[config.mk]
export PLATFORM = sky130hd
export DESIGN_NAME = clint_mmio
export DESIGN_NICKNAME = d
export VERILOG_FILES = /design/src/rtl/clint_mmio_pkg.sv /design/src/rtl/clint_mmio.sv
export SDC_FILE = /design/constraint.sdc
export NUM_CORES = 1
export LEC_CHECK = 0
export ABC_AREA = 0
export BUFFER_PORTS_ARGS = -buffer_cell sky130_fd_sc_hd__buf_2
export CORE_MARGIN = 10
export CORE_UTILIZATION = 48
export CTS_BUF_LIST = sky130_fd_sc_hd__clkbuf_2 sky130_fd_sc_hd__clkbuf_4 sky130_fd_sc_hd__clkbuf_8
export CTS_CLUSTER_SIZE = 28
export DETAILED_ROUTE_END_ITERATION = 10
export GPL_ROUTABILITY_DRIVEN = 0
export PLACE_DENSITY = 0.79
export SYNTH_ARGS = -nofsm -noshare
export SYNTH_HDL_FRONTEND = slang
export SYNTH_SLANG_ARGS = --single-unit
export TNS_END_PERCENT = 20
[constraint.sdc]
create_clock -name clock -period 3.8 [get_ports clock]
set_input_delay 0.76 -clock clock [delete_from_list [all_inputs] [get_ports clock]]
set_output_delay 0.76 -clock clock [all_outputs]
set_load 0.005 [all_outputs]
[src/rtl/clint_mmio_pkg.sv]
// Shared definitions for the CLINT MMIO responder: window offsets, register
// selector, handshake states and the byte-merge / decode helpers.
package clint_mmio_pkg;

    localparam int BASE_OFFSET_W = 16;
    localparam logic [BASE_OFFSET_W-1:0] MSIP_OFF     = 16'h0000;
    localparam logic [BASE_OFFSET_W-1:0] MTIMECMP_OFF = 16'h4000;
    localparam logic [BASE_OFFSET_W-1:0] MTIME_OFF    = 16'hBFF8;

    typedef enum logic [1:0] {
        REG_MSIP     = 2'd0,
        REG_MTIMECMP = 2'd1,
        REG_MTIME    = 2'd2,
        REG_NONE     = 2'd3
    } clint_reg_e;

    typedef enum logic {
        ST_IDLE = 1'b0,
        ST_RESP = 1'b1
    } clint_state_e;

    function automatic logic [63:0] strb_merge(input logic [63:0] old_val,
                                               input logic [63:0] new_val,
                                               input logic [7:0]  strb);
        logic [63:0] res;
        res = old_val;
        for (int i = 0; i < 8; i++) begin
            if (strb[i]) begin
                res[8*i +: 8] = new_val[8*i +: 8];
            end else begin
                res[8*i +: 8] = old_val[8*i +: 8];
            end
        end
        return res;
    endfunction

    // Misaligned offsets never hit a register, even if the upper bits match.
    function automatic clint_reg_e clint_decode(input logic [BASE_OFFSET_W-1:0] addr);
        clint_reg_e sel;
        if (addr[2:0] != 3'b000) begin
            sel = REG_NONE;
        end else begin
            case (addr)
                MSIP_OFF:     sel = REG_MSIP;
                MTIMECMP_OFF: sel = REG_MTIMECMP;
                MTIME_OFF:    sel = REG_MTIME;
                default:      sel = REG_NONE;
            endcase
        end
        return sel;
    endfunction

endpackage

[src/rtl/clint_mmio.sv]
// CLINT register window responder: owns msip/mtimecmp, aliases mtime onto the
// CSR time counter and drives the machine software/timer pending bits.
module clint_mmio
    import clint_mmio_pkg::*;
(
    input  logic                     clock,
    input  logic                     reset,
    input  logic                     req_valid,
    output logic                     req_ready,
    input  logic                     req_we,
    input  logic [BASE_OFFSET_W-1:0] req_addr,
    input  logic [63:0]              req_wdata,
    input  logic [7:0]               req_wstrb,
    output logic                     resp_valid,
    input  logic                     resp_ready,
    output logic [63:0]              resp_rdata,
    output logic                     resp_err,
    input  logic [63:0]              time_rdata,
    output logic                     time_w_en,
    output logic [63:0]              time_w_data,
    output logic                     mip_msip,
    output logic                     mip_mtip
);

    clint_state_e state_q, state_d;
    logic [63:0]  resp_rdata_q, resp_rdata_d;
    logic         resp_err_q, resp_err_d;
    logic         msip_q, msip_d;
    logic [63:0]  mtimecmp_q, mtimecmp_d;
    logic         time_w_en_q, time_w_en_d;
    logic [63:0]  time_w_data_q, time_w_data_d;
    logic         mip_mtip_q, mip_mtip_d;
    logic         accept_s;
    clint_reg_e   reg_sel_s;

    assign resp_valid  = (state_q == ST_RESP);
    assign req_ready   = !resp_valid || resp_ready;
    assign accept_s    = req_valid && req_ready;
    assign reg_sel_s   = clint_decode(req_addr);

    assign resp_rdata  = resp_rdata_q;
    assign resp_err    = resp_err_q;
    assign time_w_en   = time_w_en_q;
    assign time_w_data = time_w_data_q;
    assign mip_msip    = msip_q;
    assign mip_mtip    = mip_mtip_q;

    // Next-state: handshake FSM, register decode and interrupt compare.
    always_comb begin
        state_d       = state_q;
        resp_rdata_d  = resp_rdata_q;
        resp_err_d    = resp_err_q;
        msip_d        = msip_q;
        mtimecmp_d    = mtimecmp_q;
        time_w_en_d   = 1'b0;
        time_w_data_d = time_w_data_q;

        case (state_q)
            ST_IDLE: begin
                if (accept_s) state_d = ST_RESP;
                else          state_d = ST_IDLE;
            end
            ST_RESP: begin
                if (accept_s)        state_d = ST_RESP;
                else if (resp_ready) state_d = ST_IDLE;
                else                 state_d = ST_RESP;
            end
            default: state_d = ST_IDLE;
        endcase

        if (accept_s) begin
            resp_rdata_d = 64'h0;
            resp_err_d   = 1'b0;
            case (reg_sel_s)
                REG_MSIP: begin
                    if (!req_we)          resp_rdata_d = {63'h0, msip_q};
                    else if (req_wstrb[0]) msip_d = req_wdata[0];
                    else                  msip_d = msip_q;
                end
                REG_MTIMECMP: begin
                    if (!req_we) resp_rdata_d = mtimecmp_q;
                    else         mtimecmp_d = strb_merge(mtimecmp_q, req_wdata, req_wstrb);
                end
                REG_MTIME: begin
                    // An empty strobe must not steal a cycle from the free-running count.
                    if (!req_we) begin
                        resp_rdata_d = time_rdata;
                    end else if (req_wstrb != 8'h00) begin
                        time_w_en_d   = 1'b1;
                        time_w_data_d = strb_merge(time_rdata, req_wdata, req_wstrb);
                    end else begin
                        time_w_en_d   = 1'b0;
                    end
                end
                default: resp_err_d = 1'b1;
            endcase
        end else begin
            resp_rdata_d = resp_rdata_q;
        end

        mip_mtip_d = (time_rdata >= mtimecmp_d);
    end

    // State and output registers with synchronous reset.
    always_ff @(posedge clock) begin
        if (reset) begin
            state_q       <= ST_IDLE;
            resp_rdata_q  <= 64'h0;
            resp_err_q    <= 1'b0;
            msip_q        <= 1'b0;
            mtimecmp_q    <= 64'hFFFF_FFFF_FFFF_FFFF;
            time_w_en_q   <= 1'b0;
            time_w_data_q <= 64'h0;
            mip_mtip_q    <= 1'b0;
        end else begin
            state_q       <= state_d;
            resp_rdata_q  <= resp_rdata_d;
            resp_err_q    <= resp_err_d;
            msip_q        <= msip_d;
            mtimecmp_q    <= mtimecmp_d;
            time_w_en_q   <= time_w_en_d;
            time_w_data_q <= time_w_data_d;
            mip_mtip_q    <= mip_mtip_d;
        end
    end

endmodule

# ---- Word level (Yosys, flattened, before mapping)
# Cells that the tools add are included.
dict set report classes {
  bitwise_logic 4
  muxes 31
  n_addsub 0
  magnitude_cmp 1
  shifts 0
  n_mul 0
  n_reduce_logical 11
  n_div 0
  eq_ne 4
}
# op count
set ops {}
lappend ops {{$mux 64} 5}
lappend ops {{$pmux 64 s3} 1}
lappend ops {{$mux 8} 16}
lappend ops {{$ge 64x64->1} 1}
lappend ops {{$eq 16x15->1 const B} 1}
lappend ops {{$eq 16x16->1 const B} 1}
lappend ops {{$logic_not 16->1} 1}
lappend ops {{$reduce_and 4->1} 2}
lappend ops {{$reduce_bool 8->1} 1}
lappend ops {{$mux 1} 6}
lappend ops {{$pmux 2 s3} 1}
lappend ops {{$not 1->1} 4}
lappend ops {{$reduce_or 4->1} 1}
lappend ops {{$reduce_bool 3->1} 1}
lappend ops {{$reduce_or 3->1} 1}
lappend ops {{$eq 2x1->1 const B} 1}
lappend ops {{$eq 2x2->1 const B} 1}
lappend ops {{$logic_not 2->1} 1}
lappend ops {{$mux 2} 1}
lappend ops {{$pmux 1 s2} 1}
lappend ops {{$logic_and 1x1->1} 1}
lappend ops {{$logic_not 1->1} 1}
lappend ops {{$logic_or 1x1->1} 1}
dict set report totals {
  mem_bits_rw 0
  mem_bits_ro 0
  regBits 197
  word_cells 59
  latchBits 0
  mem_count 0
}

# ---- Logic depth before layout (Yosys ltp)
# Gate-level depths: netlist of the first run.
dict set report logic_depth {
  depth_word 7
  mapped_depth 12
  depth_no_buf 12
}

# ---- Worst setup path before layout of the first run
# OpenSTA, ideal clock, no wires.
dict set report synth_path {
  path_kind {in2reg}
  startpoint {in req_addr[11]}
  endpoint {reg mip_mtip_q (netlist: mip_mtip)}
  setup_ps 79
  path_stages 12
  arrival_time_ps 3579
  setup_slack_ps 142
  path_buffers 0
  cell_sequence {nor4_1 nand4_1 nor3_4 nand2_2 mux2i_1 ha_1 nand4_1 nor4_1 and4_1 nand3_1 or4_1 o211ai_1}
}
dict set report synth_between {
  elab_chain_len 7
}
# item line
set synth_lines {}
lappend synth_lines {{start, declared} clint_mmio.sv:11} ;# input logic [BASE_OFFSET_W-1:0] req_addr,
lappend synth_lines {{$eq 16x16->1 (tied with other cells)} clint_mmio_pkg.sv:43} ;# case (addr)
lappend synth_lines {{$pmux 2 s3 (*)} clint_mmio_pkg.sv:43}
lappend synth_lines {{$mux 2 (*)} clint_mmio_pkg.sv:40} ;# if (addr[2:0] != 3'b000) begin
lappend synth_lines {{$eq 2x1->1 (*)} clint_mmio.sv:74} ;# case (reg_sel_s)
lappend synth_lines {{$mux 64 (*)} clint_mmio.sv:74}
lappend synth_lines {{$mux 64 (*)} clint_mmio.sv:71} ;# if (accept_s) begin
lappend synth_lines {{$ge 64x64->1 (*)} clint_mmio.sv:101} ;# mip_mtip_d = (time_rdata >= mtimecmp_d);
lappend synth_lines {{end signal, assigned} clint_mmio.sv:123} ;# mip_mtip_q <= mip_mtip_d;
lappend synth_lines {{end, declared} clint_mmio.sv:32} ;# logic mip_mtip_q, mip_mtip_d;
# Mark *: on every way between the ends. The rest lies on a longest branch, timed or not.
# A chain may end at the register's enable or synchronous reset.

# ---- Worst setup path after layout of the first run
dict set report layout_path {
  startpoint {in req_addr[4]}
  endpoint {reg mip_mtip_q (netlist: mip_mtip)}
}
# The elaborated chain is that of the path after synthesis.

==> flow_metrics.py, run 1 <==
metrics = {
    "synth": {
        "synth.top_cells.by_count": "197 x sky130_fd_sc_hd__dfxtp_1, 129 x sky130_fd_sc_hd__mux2i_1, 78 x sky130_fd_sc_hd__nand2_1, 77 x sky130_fd_sc_hd__nor2_1, 73 x sky130_fd_sc_hd__o21ai_0",
        "post_synth_inst_count": 984,
        "synthesis.nets": 1205,
        "synth-seq-area-share": 0.424,
        "cell_area_after_synthesis_mm2": 0.00929,
        "synth_top_cells_by_area": "sky130_fd_sc_hd__dfxtp_1 42%, sky130_fd_sc_hd__mux2i_1 14%, sky130_fd_sc_hd__ha_1 8.6%",
        "synth_largest_type_area_fraction": 0.424,
        "synth_area_per_cell_um2": 9.45,
        "synth_top_family_by_area": "compound AO/OA/AOI/OAI gates",
        "number_of_enable_type_register_cells_in_the_synthesized_netlist": 0,
        "adder_and_majority_gate_portion_of_the_synthesized_area": 0.0862,
        "yosysWarnings": 0,
        "post-synth-top-area-cell": "sky130_fd_sc_hd__dfxtp_1",
        "seq_cells_post_synth": 197,
        "netlist-cell-type-count": 38,
        "yosys_most_used_dff": "sky130_fd_sc_hd__dfxtp_1",
        "asyncSetResetFlopFracSynth": 0,
        "synth.area.mux_share": 0.141,
        "yosys.area_share.simple": 0.148,
        "synthesized_area_fraction_occupied_by_ao_oa_aoi_and_oai_cells": 0.171,
        "synth-xor-area-share": 0,
        "yosysMostFrequentCell": "sky130_fd_sc_hd__dfxtp_1",
    },
    "placement": {
        "port_buffers": 290,
        "post-place-ws_ns": -0.437,
        "dp_hpwl_mm": 22.2,
        "dpl_cell_area_mm2": 0.0112,
    },
    "clock_tree": {
        "tritoncts_clock_tree": "built",
        "ctsRootBufferMaster": "sky130_fd_sc_hd__clkbuf_8",
        "post_cts.resized_instances": 0,
        "cts.reportedPaths.clkPinSlew_ns": 0.11,
        "clock_path_buffers": 2,
        "cts.repair_timing.setup_buffer_count": 0,
        "hold_buffers": 0,
        "insertion_delay_to_the_later_sink_of_the_worst_skew_pair_ns": 0.46,
        "numCtsBuffers": 17,
        "cts_num_sinks": 197,
        "h-tree-depth": 4,
    },
    "floorplanning": {
        "dieHeight_um": 159,
        "initial_util": 0.492,
        "floorplan.rows": 50,
        "dieArea_mm2": 0.0253,
        "num_io_pins": 291,
        "core_area_mm2": 0.0189,
        "die-width_um": 159,
    },
    "drt": {
        "route.antenna.remaining_nets": 0,
        "drt_drc_violations_left": 0,
        "drt_iter0_markers": 385,
        "wirelength_mm": 29.1,
        "average_wire_per_cell_in_the_routed_design_um": 18.8,
        "vias_per_cell": 5.53,
        "drt_pre_antenna_iters": 5,
        "num_vias": 8557,
    },
    "timing": {
        "rsz0062_at_grt": "no",
        "finalCritPeriodShare": 0.930,
        "timing_max_transition_violations_final": 0,
        "finalHoldViolCount": 0,
        "layout_setup_ws_ns": 0.267,
        "final_period_minus_worst_setup_slack_ns": 3.53,
        "maxClockFrequency_mhz": 283,
        "worstMarginPinSlew_ns": 0.774,
        "fin_worst_skew_ns": 0.0134,
        "timing.max_slew.rel_slack": 0.484,
        "setup_violating_endpoint_count_in_the_final_report": 0,
    },
    "global_route": {
        "vias_in_the_first_global_route": 8813,
        "grt-busiest-layer": "met2",
        "grt_start_max_net_pins": 70,
        "grt_use_total": 0.221,
        "global_route.usage.met1": 0.266,
        "met2_usage_in_global_routing": 0.371,
        "global_route_wire_length_before_repair_mm": 46.3,
        "globalRoute.totalOverflow": 0,
        "grt_use_met3": 0.0573,
        "number_of_antenna_violations_at_the_first_check_in_global_routing": 5,
    },
    "final_layout": {
        "drive_gt1_frac": 0.296,
        "layout.area.seq_mm2": 0.00394,
        "syn_to_final_growth_pct": 24.7,
        "nFillCells": 1665,
        "total_area_of_multi_input_combinational_cells_mm2": 0.00512,
        "layout.nets": 1490,
        "final_area_mm2": 0.0116,
    },
    "power_and_ir_drop": {
        "power-per-cell-area_mw_per_mm2": 324,
        "p_leak_nw": 5.51,
        "vdd_ir_drop_max_v": 0.000234,
    },
    "worst_setup_path": {
        "crit_type": "in -> reg",
        "critical_path.max_fanout": 7,
        "required_ns": 4.18,
        "worstPathArrival_ns": 3.92,
        "worst_setup_path_end_kind": "register",
        "cp-start-kind": "primary input",
    },
    "hold_path": {
        "hold_class": "reg -> reg",
    },
    "flow_run": {
        "drv.max_cap_violation_count": 0,
    },
    "outcome": {
        "run_status": "finished clean",
    },
}
-- path summary, 6_finish.rpt --
check             depth (start not counted)  slack (ns)            from              to
hold / removal                            2        0.46  resp_rdata[15]  resp_rdata[15]
hold reg to reg                           2        0.46  resp_rdata[15]  resp_rdata[15]
setup reg to reg                         13        0.50      resp_valid        mip_mtip
setup / recovery                         14        0.27     req_addr[4]        mip_mtip
-- cell usage in the layout (no fill, tap or decap), drive strengths merged, types with 2 or more instances in the layout --
| cell type | synthesis | final |
|---|---|---|
| diode | 0 | 5 |
| nor3 | 5 | 5 |
| or3 | 3 | 3 |
| ha | 64 | 64 |
| dfxtp | 197 | 197 |
| o211ai | 3 | 3 |
| nand3 | 13 | 13 |
| o21ai | 73 | 73 |
| and2 | 2 | 2 |
| inv | 5 | 13 |
| nor4 | 11 | 11 |
| a221o | 3 | 3 |
| a22oi | 64 | 64 |
| and4 | 2 | 2 |
| buf | 18 | 329 |
| nor2 | 77 | 77 |
| nand4 | 13 | 13 |
| a21oi | 24 | 24 |
| a21o | 4 | 4 |
| clkbuf | 45 | 19 |
| clkinv | 0 | 5 |
| nand2 | 86 | 86 |
| mux2i | 129 | 129 |
| nand2b | 66 | 66 |
| a211oi | 68 | 68 |
-- worst max-delay path, cell delays in order --
cell and delay [ns]:
sky130_fd_sc_hd__buf_2 0.12, sky130_fd_sc_hd__nor4_2 0.29, sky130_fd_sc_hd__nand4_1 0.24, sky130_fd_sc_hd__nor3_4 0.22, sky130_fd_sc_hd__buf_4 0.21, sky130_fd_sc_hd__nand2_2 0.17, sky130_fd_sc_hd__mux2i_1 0.19, sky130_fd_sc_hd__ha_1 0.31
sky130_fd_sc_hd__nand4_1 0.16, sky130_fd_sc_hd__nor4_1 0.28, sky130_fd_sc_hd__and4_2 0.31, sky130_fd_sc_hd__nand3_1 0.13, sky130_fd_sc_hd__or4_1 0.42, sky130_fd_sc_hd__o211ai_1 0.10
-- metrics by stage --
step	utilization	TNS (ns)	power, W	hold WS [ns]	std cells
2_1_floorplan	-	0	0.00226	0.448	984
4_1_cts	0.612	0	0.00378	0.460	1542
6_report	0.613	0	0.00375	0.460	1547
3_5_place_dp	0.591	-0.437	0.00243	0.437	1510
5_1_grt	0.613	0	0.00389	0.488	1544
3_3_place_gp	0.591	-0.233	0.00243	0.430	1510
-- registers in the layout, indices dropped and copies added (netlist names) --
name / count
mip_msip: 1
time_w_data: 64
mtimecmp_q: 64
mip_mtip: 1
resp_err: 1
resp_valid: 1
time_w_en: 1
resp_rdata: 64
-- routing by layer --
metal  vias up  part of all wire  wire (um)
li1       4179                 -          -
met1      4017              0.42      12200
met2       319              0.48      13900
met3        42             0.079       2300
met4         0             0.024        687
met5         -                 0          0
-- logic make-up after synthesis --
| group | count (synthesis) |
|---|---|
| AND/OR/NAND/NOR | 282 |
| AO/OA/AOI/OAI | 243 |
| flip-flops | 197 |
| multiplexers | 130 |
| buffers and inverters | 68 |
| adder cells (fa/ha/maj) | 64 |
-- final cells by class --
type / count / share of cell area
timing repair buffer: 329 / 0.153
antenna: 5 / 0.00108
inverter: 5 / 0.00162
multi-input combinational: 719 / 0.442
clock inverter: 13 / 0.0116
tap: 260 / 0.0281
sequential: 197 / 0.340
clock buffer: 19 / 0.0226
-- power breakdown --
| group | switching [W] | internal, W |
|---|---|---|
| Clock | 0.000839 | 0.000527 |
| Combinational | 0.000186 | 0.000135 |
| Sequential | 0.00000104 | 0.00206 |
| Total | 0.00103 | 0.00273 |
Power figures use the tool's default switching activity.
==> run 2, diff against run 1 <==
PLACE_DENSITY = 0.77   (was 0.79)
SKIP_CTS_REPAIR_TIMING = 1   (was default)
==> flow_metrics.py, run 2 (synthesized netlist as in run 1, its figures left out) <==
metrics = {
    "timing": {
        "fin_worst_skew_ns": 0.0121,
        "maxClockFrequency_mhz": 278,
        "final_period_minus_worst_setup_slack_ns": 3.59,
        "rsz0062_at_grt": "no",
        "finalCritPeriodShare": 0.946,
        "timing.max_slew.rel_slack": 0.473,
        "layout_setup_ws_ns": 0.206,
        "timing_max_transition_violations_final": 0,
        "finalHoldViolCount": 0,
        "setup_violating_endpoint_count_in_the_final_report": 0,
        "worstMarginPinSlew_ns": 0.790,
    },
    "global_route": {
        "grt_use_total": 0.219,
        "grt_start_max_net_pins": 74,
        "vias_in_the_first_global_route": 8620,
        "globalRoute.totalOverflow": 0,
        "global_route_wire_length_before_repair_mm": 46.1,
        "number_of_antenna_violations_at_the_first_check_in_global_routing": 4,
    },
    "floorplanning": {
        "floorplan.rows": 50,
        "dieHeight_um": 159,
        "num_io_pins": 291,
        "core_area_mm2": 0.0189,
        "initial_util": 0.492,
        "dieArea_mm2": 0.0253,
        "die-width_um": 159,
    },
    "clock_tree": {
        "cts.reportedPaths.clkPinSlew_ns": 0.10,
        "h-tree-depth": 4,
        "tritoncts_clock_tree": "built",
        "clock_path_buffers": 2,
        "insertion_delay_to_the_later_sink_of_the_worst_skew_pair_ns": 0.47,
        "ctsRootBufferMaster": "sky130_fd_sc_hd__clkbuf_8",
        "cts_num_sinks": 197,
        "numCtsBuffers": 17,
    },
    "drt": {
        "drt_iter0_markers": 410,
        "vias_per_cell": 5.47,
        "route.antenna.remaining_nets": 0,
        "average_wire_per_cell_in_the_routed_design_um": 18.6,
        "drt_drc_violations_left": 0,
        "wirelength_mm": 28.7,
        "drt_pre_antenna_iters": 5,
        "num_vias": 8459,
    },
    "power_and_ir_drop": {
        "total_power_w": 0.00370,
        "vdd_ir_drop_max_v": 0.000202,
        "power-per-cell-area_mw_per_mm2": 320,
        "p_leak_nw": 5.52,
    },
    "placement": {
        "port_buffers": 290,
        "dp_hpwl_mm": 21.5,
        "post-place-ws_ns": -0.339,
    },
    "final_layout": {
        "layout.nets": 1491,
        "nFillCells": 1670,
        "syn_to_final_growth_pct": 24.7,
        "postLayoutCoreUtil": 0.613,
        "drive_gt1_frac": 0.296,
        "mostFrequentLayoutCells": "289 x sky130_fd_sc_hd__buf_2, 197 x sky130_fd_sc_hd__dfxtp_1, 129 x sky130_fd_sc_hd__mux2i_1, 78 x sky130_fd_sc_hd__nand2_1, 76 x sky130_fd_sc_hd__nor2_1",
        "layout_commonest_cell": "sky130_fd_sc_hd__buf_2",
    },
    "worst_setup_path": {
        "cp-start-kind": "primary input",
        "critical_path.max_fanout": 6,
        "required_ns": 4.14,
        "crit_type": "in -> reg",
        "worstPathArrival_ns": 3.94,
        "worst_setup_path_end_kind": "register",
    },
    "hold_path": {
        "hold_class": "reg -> reg",
    },
    "flow_run": {
        "drv.max_cap_violation_count": 0,
    },
    "outcome": {
        "run_status": "finished clean",
    },
}
[run 2: routing by layer]
metal | vias up | wire [um] | GRT usage
li1 | 4180 | - | -
met1 | 3976 | 12700 | 0.273
met2 | 267 | 13500 | 0.358
met3 | 36 | 1960 | 0.0615
met4 | 0 | 580 | 0.0674
met5 | - | 0 | 0
[run 2: layout make-up]
| class | count | area [um^2] | share of cell area |
|---|---|---|---|
| multi-input cells | 719 | 5130 | 0.443 |
| flip-flops and latches | 197 | 3940 | 0.340 |
| repair buffers | 330 | 1780 | 0.154 |
| well taps | 260 | 325 | 0.0281 |
| clock buffers | 19 | 262 | 0.0226 |
| clock inverters | 12 | 116 | 0.0100 |
| inverters | 5 | 18.8 | 0.00162 |
| diodes | 4 | 10.0 | 0.000864 |
[run 2: metrics by stage]
stage                     cell area (um^2)  hold WS, ns  TNS [ns]  cells
final                                11600        0.453         0   1546
after CTS                            11600        0.455         0   1542
after floorplan                       9290        0.448         0    984
after global routing                 11600        0.484         0   1545
after global placement               11200        0.431    -0.248   1511
after detailed placement             11200        0.438    -0.339   1511
[run 2: worst max-delay path, cell delays in order]
cell and delay, ns:
sky130_fd_sc_hd__buf_2 0.11, sky130_fd_sc_hd__nor4_1 0.31, sky130_fd_sc_hd__nand4_1 0.26, sky130_fd_sc_hd__nor3_4 0.27, sky130_fd_sc_hd__buf_4 0.23, sky130_fd_sc_hd__buf_4 0.14
sky130_fd_sc_hd__nand2_4 0.08, sky130_fd_sc_hd__mux2_4 0.33, sky130_fd_sc_hd__ha_1 0.26, sky130_fd_sc_hd__nand2b_1 0.14, sky130_fd_sc_hd__a2111oi_1 0.39, sky130_fd_sc_hd__a21oi_1 0.10
sky130_fd_sc_hd__a211oi_2 0.30, sky130_fd_sc_hd__or4_1 0.17, sky130_fd_sc_hd__o211ai_1 0.08
[run 2: power breakdown]
group | switching (W) | total, W | internal, W
Sequential | 0.000000677 | 0.00207 | 0.00206
Clock | 0.000803 | 0.00131 | 0.000509
Combinational | 0.000188 | 0.000325 | 0.000137
[run 2: worst paths after layout]
path                       from            end  slack (ns)  cells after the start
setup / recovery    req_addr[3]       mip_mtip        0.21                     15
setup reg to reg     resp_valid       mip_mtip        0.55                     14
hold / removal    resp_rdata[0]  resp_rdata[0]        0.45                      2
hold reg to reg   resp_rdata[0]  resp_rdata[0]        0.45                      2
==> run 3, diff against run 2 <==
==> constraint.sdc (replaced) <==
create_clock -name clock -period 3.8 [get_ports clock]
set_input_delay 0.38 -clock clock [delete_from_list [all_inputs] [get_ports clock]]
set_output_delay 0.38 -clock clock [all_outputs]
set_load 0.005 [all_outputs]
==> flow_metrics.py, run 3 (synthesized netlist as in run 1, its figures left out) <==
metrics = {
    "outcome": {
        "run_status": "finished clean",
    },
    "worst_setup_path": {
        "worst_setup_path_end_kind": "register",
        "cp-start-kind": "register",
        "worst_r2r_startpoint": "resp_valid",
        "cpPeakStageDelay_ns": 0.43,
        "critPathMostFrequentCell": "sky130_fd_sc_hd__nand3_1",
        "timing.critical_path.cells": "nand2b_1 > nand3_1 > nor3_4 > buf_4 > nand2_2 > mux2i_1 > ha_1 > nand4_1 > nor4_1 > and4_1 > nand3_1 > or4_1 > o211ai_1",
        "cpMaxStageDelayCell": "sky130_fd_sc_hd__or4_1",
        "cp-startpoint": "resp_valid",
        "critical_path.max_fanout": 8,
        "crit_type": "reg -> reg",
        "worstPathArrival_ns": 3.74,
        "required_ns": 4.19,
    },
    "timing": {
        "worstMarginPinSlew_ns": 1.10,
        "maxClockFrequency_mhz": 298,
        "timing.max_slew.rel_slack": 0.266,
        "rsz0062_at_grt": "no",
        "finalCritPeriodShare": 0.882,
        "setup_violating_endpoint_count_in_the_final_report": 0,
        "final.setup.tns_ns": 0,
        "finalHoldViolCount": 0,
        "timing_max_transition_violations_final": 0,
        "fin_worst_skew_ns": 0.0158,
        "final_period_minus_worst_setup_slack_ns": 3.35,
    },
    "power_and_ir_drop": {
        "share_clk_of_total_power": 0.366,
        "vdd_ir_drop_max_v": 0.000195,
        "cellInternalPower_w": 0.00275,
        "p_sw_frac": 0.266,
        "power-per-cell-area_mw_per_mm2": 330,
        "p_leak_nw": 5.38,
        "share_comb_of_total_power": 0.084,
        "power.share.sequential": 0.550,
        "netsw_w": 0.000999,
    },
    "clock_tree": {
        "cts.reportedPaths.clkPinSlew_ns": 0.11,
        "insertion_delay_to_the_later_sink_of_the_worst_skew_pair_ns": 0.47,
        "ctsRootBufferMaster": "sky130_fd_sc_hd__clkbuf_8",
        "h-tree-depth": 4,
        "clock_path_buffers": 2,
        "tritoncts_clock_tree": "built",
        "numCtsBuffers": 17,
        "cts_num_sinks": 197,
    },
    "flow_run": {
        "drv.max_cap_violation_count": 0,
    },
    "final_layout": {
        "layout_commonest_cell": "sky130_fd_sc_hd__buf_2",
        "mostFrequentLayoutCells": "289 x sky130_fd_sc_hd__buf_2, 197 x sky130_fd_sc_hd__dfxtp_1, 129 x sky130_fd_sc_hd__mux2i_1, 78 x sky130_fd_sc_hd__nand2_1, 76 x sky130_fd_sc_hd__nor2_1",
        "syn_to_final_growth_pct": 22.5,
        "layout.cells.non_filler": 1518,
        "drive_gt1_frac": 0.279,
        "nFillCells": 1681,
        "layout.nets": 1464,
    },
    "drt": {
        "wirelength_mm": 28.5,
        "vias_per_cell": 5.48,
        "num_vias": 8326,
        "route.antenna.remaining_nets": 0,
        "average_wire_per_cell_in_the_routed_design_um": 18.8,
        "drt_iter0_markers": 444,
        "drt_pre_antenna_iters": 5,
        "drt_drc_violations_left": 0,
    },
    "floorplanning": {
        "dieHeight_um": 159,
        "num_io_pins": 291,
        "core_area_mm2": 0.0189,
        "die-width_um": 159,
        "floorplan.rows": 50,
        "dieArea_mm2": 0.0253,
        "initial_util": 0.492,
    },
    "hold_path": {
        "hold_class": "in -> reg",
        "min-delay-start": "req_wdata[38]",
    },
    "placement": {
        "port_buffers": 290,
        "dp_hpwl_mm": 21.3,
        "dp.cells": 1484,
    },
    "global_route": {
        "number_of_antenna_violations_at_the_first_check_in_global_routing": 2,
        "global_route_wire_length_before_repair_mm": 45.3,
        "vias_in_the_first_global_route": 8406,
        "grt_start_max_net_pins": 69,
        "globalRoute.totalOverflow": 0,
        "grt_use_total": 0.215,
    },
}
run 3: metrics by stage:
stage / util / area [um^2] / hold slack (ns) / setup slack, ns / power (W)
global route: 0.602 / 11400 / 0.150 / 0.272 / 0.00389
CTS: 0.602 / 11400 / 0.133 / 0.448 / 0.00378
finish: 0.602 / 11400 / 0.166 / 0.450 / 0.00375
detailed placement: 0.581 / 11000 / 0.438 / 0.0765 / 0.00242
floorplan: - / 9290 / 0.448 / 0.522 / 0.00226
global placement: 0.581 / 11000 / 0.430 / 0.142 / 0.00242
run 3: final timing paths:
kind / endpoint / slack, ns / cells after the start
max: mip_mtip / 0.45 / 13
min: mtimecmp_q[38] / 0.17 / 3
max reg2reg: mip_mtip / 0.45 / 13
min reg2reg: resp_rdata[14] / 0.46 / 2
run 3: layout make-up:
cell class | instances | area [um^2] | area share
antenna | 2 | 5.00 | 0.000440
clock buffer | 18 | 248 | 0.0218
clock inverter | 14 | 145 | 0.0128
inverter | 5 | 18.8 | 0.00165
multi-input combinational | 719 | 5110 | 0.449
sequential | 197 | 3940 | 0.347
tap | 260 | 325 | 0.0286
timing repair buffer | 303 | 1590 | 0.140
run 3: worst max-delay path, delay by kind of cell (launching register included):
kind	cells	cell delay [ns]
multiplexers	1	0.20
buffers and inverters	1	0.22
flip-flops	1	0.32
AO/OA/AOI/OAI	1	0.10
adder cells (fa/ha/maj)	1	0.32
AND/OR/NAND/NOR	9	2.10
run 3: per-layer routing:
metal	GRT usage	vias up	share of wire	wire length, um
li1	-	4125	-	-
met1	0.276	3895	0.45	12700
met2	0.343	270	0.47	13300
met3	0.0594	36	0.068	1930
met4	0.0674	0	0.020	568
met5	0	-	0	0
run 3: power groups by stage:
stage | registers (W) | clock network (W) | logic, W
after CTS | 0.00207 | 0.00140 | 0.000312
after detailed placement | 0.00211 | 0 | 0.000310
after global placement | 0.00211 | 0 | 0.000310
after floorplan | 0.00211 | 0 | 0.000144
after global routing | 0.00207 | 0.00148 | 0.000343
final | 0.00207 | 0.00137 | 0.000314
